--- config.mk ---
export PLATFORM = sky130hd
export DESIGN_NAME = rr_mux_arbiter
export DESIGN_NICKNAME = d
export VERILOG_FILES = /design/src/rtl/rr_mux_arbiter.sv
export SDC_FILE = /design/constraint.sdc
export NUM_CORES = 1
export LEC_CHECK = 0
export CAP_MARGIN = 10
export CORE_ASPECT_RATIO = 0.6
export CORE_MARGIN = 2
export CORE_UTILIZATION = 30
export CTS_BUF_LIST = sky130_fd_sc_hd__clkbuf_8 sky130_fd_sc_hd__clkbuf_16
export CTS_CLUSTER_SIZE = 12
export DETAILED_ROUTE_END_ITERATION = 10
export PLACE_DENSITY = 0.72
export SKIP_LAST_GASP = 1
export SYNTH_ARGS = -nofsm -noshare
export SYNTH_HDL_FRONTEND = slang
export SYNTH_SLANG_ARGS = --single-unit
--- constraint.sdc ---
create_clock -name clk -period 5.72 [get_ports clk]
set_input_delay 1.43 -clock clk [delete_from_list [all_inputs] [get_ports clk]]
set_output_delay 1.43 -clock clk [all_outputs]
set_load 0.05 [all_outputs]
--- src/rtl/rr_mux_arbiter.sv ---
// rr_mux_arbiter: registered N-way channel selector with valid/ready handshakes.
// The grant is picked by explicit select, fixed priority or round-robin.
// One output register stage carries the chosen word and its channel index.
// The output slot reloads in the same cycle it drains, so there is no bubble.
module rr_mux_arbiter #(
  parameter  int WIDTH    = 16,
  parameter  int CHANNELS = 4,
  localparam int SELW     = (CHANNELS > 2) ? $clog2(CHANNELS) : 1
) (
  input  logic                      clk,
  input  logic                      rst,
  input  logic [CHANNELS*WIDTH-1:0] in_data,
  input  logic [CHANNELS-1:0]       in_valid,
  output logic [CHANNELS-1:0]       in_ready,
  input  logic [1:0]                mode,
  input  logic [SELW-1:0]           sel,
  output logic [WIDTH-1:0]          out_data,
  output logic [SELW-1:0]           out_chan,
  output logic                      out_valid,
  input  logic                      out_ready
);

  if (CHANNELS < 2 || CHANNELS > 16) begin : g_bad_channels
    $error("rr_mux_arbiter: CHANNELS must be in 2..16");
  end

  localparam logic [1:0] MODE_SEL = 2'd0;
  localparam logic [1:0] MODE_PRI = 2'd1;

  logic [WIDTH-1:0]    out_data_q,  out_data_d;
  logic [SELW-1:0]     out_chan_q,  out_chan_d;
  logic                out_valid_q, out_valid_d;
  logic [SELW-1:0]     ptr_q,       ptr_d;

  logic [CHANNELS-1:0] grant;
  logic                grant_any;
  logic                found;
  logic                load;
  logic                xfer;
  logic [WIDTH-1:0]    grant_data;
  logic [SELW-1:0]     grant_idx;

  // The slot can accept a word when it is empty or is being drained this cycle.
  assign load      = !out_valid_q || out_ready;
  assign grant_any = |grant;
  assign xfer      = grant_any && load && !rst;
  assign in_ready  = (load && !rst) ? grant : '0;

  // Grant decision: one-hot or zero, re-evaluated every cycle.
  // Round-robin runs two passes (indices at/above the pointer, then below it)
  // so every index into in_valid is a loop constant.
  always_comb begin
    grant = '0;
    found = 1'b0;
    case (mode)
      MODE_SEL: begin
        // An out-of-range sel matches no channel, so nothing is granted.
        for (int i = 0; i < CHANNELS; i++) begin
          if (SELW'(i) == sel) grant[i] = in_valid[i];
        end
      end
      MODE_PRI: begin
        for (int i = 0; i < CHANNELS; i++) begin
          if (!found && in_valid[i]) begin
            grant[i] = 1'b1;
            found    = 1'b1;
          end
        end
      end
      default: begin
        for (int i = 0; i < CHANNELS; i++) begin
          if (!found && in_valid[i] && (SELW'(i) >= ptr_q)) begin
            grant[i] = 1'b1;
            found    = 1'b1;
          end
        end
        for (int i = 0; i < CHANNELS; i++) begin
          if (!found && in_valid[i] && (SELW'(i) < ptr_q)) begin
            grant[i] = 1'b1;
            found    = 1'b1;
          end
        end
      end
    endcase
  end

  // Data and index of the granted channel; both are zero when nothing is granted.
  always_comb begin
    grant_data = '0;
    grant_idx  = '0;
    for (int i = 0; i < CHANNELS; i++) begin
      if (grant[i]) begin
        grant_data = in_data[i*WIDTH +: WIDTH];
        grant_idx  = SELW'(i);
      end
    end
  end

  // Next state of the output slot and of the round-robin pointer.
  // mode[1] covers both the round-robin code and the spare code 3.
  always_comb begin
    out_data_d  = out_data_q;
    out_chan_d  = out_chan_q;
    out_valid_d = out_valid_q;
    ptr_d       = ptr_q;
    if (load) begin
      out_valid_d = grant_any;
      if (grant_any) begin
        out_data_d = grant_data;
        out_chan_d = grant_idx;
      end
    end
    if (xfer && mode[1]) begin
      ptr_d = (grant_idx == SELW'(CHANNELS - 1)) ? '0 : grant_idx + 1'b1;
    end
  end

  // State registers; reset clears the slot immediately and discards in-flight data.
  always_ff @(posedge clk or posedge rst) begin
    if (rst) begin
      out_data_q  <= '0;
      out_chan_q  <= '0;
      out_valid_q <= 1'b0;
      ptr_q       <= '0;
    end else begin
      out_data_q  <= out_data_d;
      out_chan_q  <= out_chan_d;
      out_valid_q <= out_valid_d;
      ptr_q       <= ptr_d;
    end
  end

  assign out_data  = out_data_q;
  assign out_chan  = out_chan_q;
  assign out_valid = out_valid_q;

endmodule

==> results.sh <==
export IMPL_nets=354
export IMPL_grtUsageTotal=0.173
export IMPL_cts_root_buf="clkbuf_8"
export IMPL_cts_tree="done"
export IMPL_clk_pin_slew_ns=0.07
export IMPL_ys_flop_type="dfrtp_1"
export IMPL_clock_skew_ns=0.00224
export IMPL_irDropWorstVdd_uv=228
export IMPL_num_rows=20
export IMPL_seq_area_frac_synth=0.315
export IMPL_htreeDepth=1
export IMPL_final_min_clock_period_ns=5.18
export IMPL_fin_crit_sh=0.905
export IMPL_synth_cells=183
export IMPL_cp_cell_sequence="clkdlybuf4s50_1 > nand2b_1 > o32ai_2 > o21ai_1 > or2_0 > nor2_1 > clkdlybuf4s50_1"
export IMPL_coreArea_sq_um=5200
export IMPL_reg2reg_from="ptr_q[1]"
export IMPL_setup_violations=0
export IMPL_synthDistinctLibCells=39
export IMPL_timing_rr_end="out_data[5]"
export IMPL_cp_common_cell="clkdlybuf4s50_1"
export IMPL_finalNonFillerCells=344
export IMPL_antenna_found_initial=0
export IMPL_viasPerCell=5.09
export IMPL_gr_total_overflow=0
export IMPL_portBuffers=97
export IMPL_post_drt_wl_per_cell_um=15.5
export IMPL_fmax_mhz=193
export IMPL_worst_pin_slew_ns=0.919
export IMPL_cts_buffer_depth=2
export IMPL_numCtsBuffers=3
export IMPL_slew_headroom=0.388
export IMPL_vias=1750
export IMPL_grt_start_max_net_pins=38
export IMPL_p_leak_nw=1.16
export IMPL_syn_nets=258
export IMPL_yosysTopAreaCell="dfrtp_1"
export IMPL_holdWs_ns=0.479
export IMPL_hold_path_class="reg2reg"
export IMPL_dieArea_sq_um=6190
export IMPL_cp_required_ns=4.29
export IMPL_worstSetupEndpoint="in_ready[3]"
export IMPL_finalMaxSlewViolations=0
export IMPL_synth_edf_count=0
export IMPL_ant_nets=0
export IMPL_netlist_area_sq_um=1670
export IMPL_synth_seq_cells=21
export IMPL_worst_path_max_fanout=7
export IMPL_die_x_um=100
export IMPL_synth_async_reset_ratio=1.00
export IMPL_wl_um=5340
export IMPL_start_util=0.320
export IMPL_ys_warn_count=0
export IMPL_drcViolationCount=0
export IMPL_gp_congestion=0.793
export IMPL_cts_setup_buffers=0
export IMPL_die_h_um=61.7
export IMPL_p_per_area_nw_per_um2=389
export IMPL_drt_pass1_iterations=4
export IMPL_setup_worst_path_start="in_valid[0]"
export IMPL_area_growth_pct=64.4
export IMPL_crit_type="in2out"
export IMPL_grt_pass1_wl_um=8310
export IMPL_cap_violations=0
export IMPL_cts_resized=0
export IMPL_syn_area_per_cell_sq_um=9.11
export IMPL_yosysTopAreaCellShare=0.315
export IMPL_drtIter0Drc=74
export IMPL_diodes=0
export IMPL_ctsHoldBuffers=0
export IMPL_ios=98
export IMPL_drive_gt1_frac=0.180
export IMPL_fin_ws_ns=0.543
export IMPL_reg2reg_depth=6
export IMPL_post_place_ws_ns=0.562
export IMPL_worst_path_largest_cell_delay_ns=0.80
export IMPL_clock_sinks=21
export IMPL_end_kind="output port"
export IMPL_finalPower_w=0.00107
export IMPL_worstPathArrival_ns=3.75
export IMPL_synth_area_leaders="dfrtp_1 (32%), o221a_2 (11%), o2bb2ai_1 (8.4%), mux2_4 (7.2%), mux2_2 (5.4%)"
export IMPL_hold_viol=0
export IMPL_status="complete, no violations"
export IMPL_hpwl_um=4060
export IMPL_place_inst=340
export IMPL_rsz0062_at_grt="false"
export IMPL_critPathLaunchType="input port"
export IMPL_clk_latency_ns=0.25
export IMPL_fin_setup_tns_ns=0
export IMPL_regToRegSetupSlack_ns=2.94
export IMPL_grt_pass1_vias=1725
export IMPL_crit_slowest_cell="clkdlybuf4s50_1"
[state kept, by name, indices dropped and copies added (netlist names)]
| name | flops |
|---|---|
| out_data | 16 |
| ptr_q | 2 |
| out_chan | 2 |
| out_valid | 1 |
[routing by layer]
| layer | global-route usage | wire, um | up-vias | share of wire |
|---|---|---|---|---|
| met2 | 0.286 | 2330 | 88 | 0.44 |
| met4 | 0.0274 | 33 | 0 | 0.0062 |
| met5 | 0 | 0 | - | 0 |
| met1 | 0.233 | 2460 | 807 | 0.46 |
| met3 | 0.0515 | 517 | 4 | 0.097 |
| li1 | - | - | 851 | - |
[power breakdown]
group | internal, W | switching [W]
registers | 0.000219 | 0.0000465
clock network | 0.0000477 | 0.0000454
logic | 0.000303 | 0.000405
[layout make-up]
cell class | count | area [sq um]
clock buffers | 3 | 41.3
clock inverters | 1 | 3.75
fillers | 486 | 2460
inverters | 20 | 75.1
multi-input cells | 130 | 998
flip-flops and latches | 21 | 526
well taps | 66 | 82.6
repair buffers | 103 | 1010
[Yosys cell counts (3+ instances only)]
| library cell | number |
|---|---|
| nand2b_1 | 5 |
| mux2_2 | 8 |
| nor2_1 | 24 |
| o2bb2ai_1 | 16 |
| dfrtp_1 | 21 |
| clkbuf_1 | 4 |
| o21bai_1 | 3 |
| inv_1 | 20 |
| o21ai_0 | 3 |
| mux2_4 | 8 |
| nand2_1 | 17 |
| buf_2 | 4 |
| o221a_2 | 16 |
| a21oi_1 | 5 |
| a21o_1 | 3 |
[critical path: cells and delay by family]
family | cells | cell delay, ns
AND/OR/NAND/NOR | 3 | 0.67
buffers and inverters | 2 | 1.32
AO/OA/AOI/OAI | 2 | 0.32
[cell families (layout without fill, tap and decap cells)]
logic type | count (synthesis) | after routing | share of synthesized area
AOI/OAI and AO/OA | 59 | 59 | 0.323
buffers and inverters | 32 | 127 | 0.0893
DFF | 21 | 21 | 0.315
muxes | 16 | 16 | 0.126
and+or+nand+nor | 55 | 55 | 0.146
[cells in the final DEF, fill, tap and decap left out, types with 2 or more instances in the layout]
cell type / Yosys / final
a21o_1: 3 / 3
a21oi_1: 5 / 5
buf_4: 0 / 7
clkbuf_8: 0 / 3
clkdlybuf4s50_1: 0 / 96
dfrtp_1: 21 / 21
inv_1: 20 / 21
mux2_2: 8 / 8
mux2_4: 8 / 8
nand2_1: 17 / 17
nand2b_1: 5 / 5
nor2_1: 24 / 24
nor2b_1: 2 / 2
o21ai_0: 3 / 3
o21bai_1: 3 / 3
o221a_2: 16 / 16
o2bb2ai_1: 16 / 16
[how the worst min path moves through the flow]
stage / from / to / slack, ns / depth (start not counted)
2_1_floorplan: ptr_q[0] / ptr_q[0] / 0.52 / 1
3_3_place_gp: out_chan[1] / out_chan[1] / 0.46 / 1
3_5_place_dp: out_chan[1] / out_chan[1] / 0.47 / 1
4_1_cts: out_chan[1] / out_chan[1] / 0.48 / 1
5_1_grt: out_chan[1] / out_chan[1] / 0.51 / 1
6_report: out_chan[1] / out_chan[1] / 0.48 / 1
[per-stage QoR]
stage	util	cell area (sq um)
final	0.526	2740
after global routing	0.526	2740
after CTS	0.526	2740
after detailed placement	0.518	2700
after global placement	0.518	2700
after floorplan	-	1670
No activity file was read; power rests on OpenSTA's default activity.
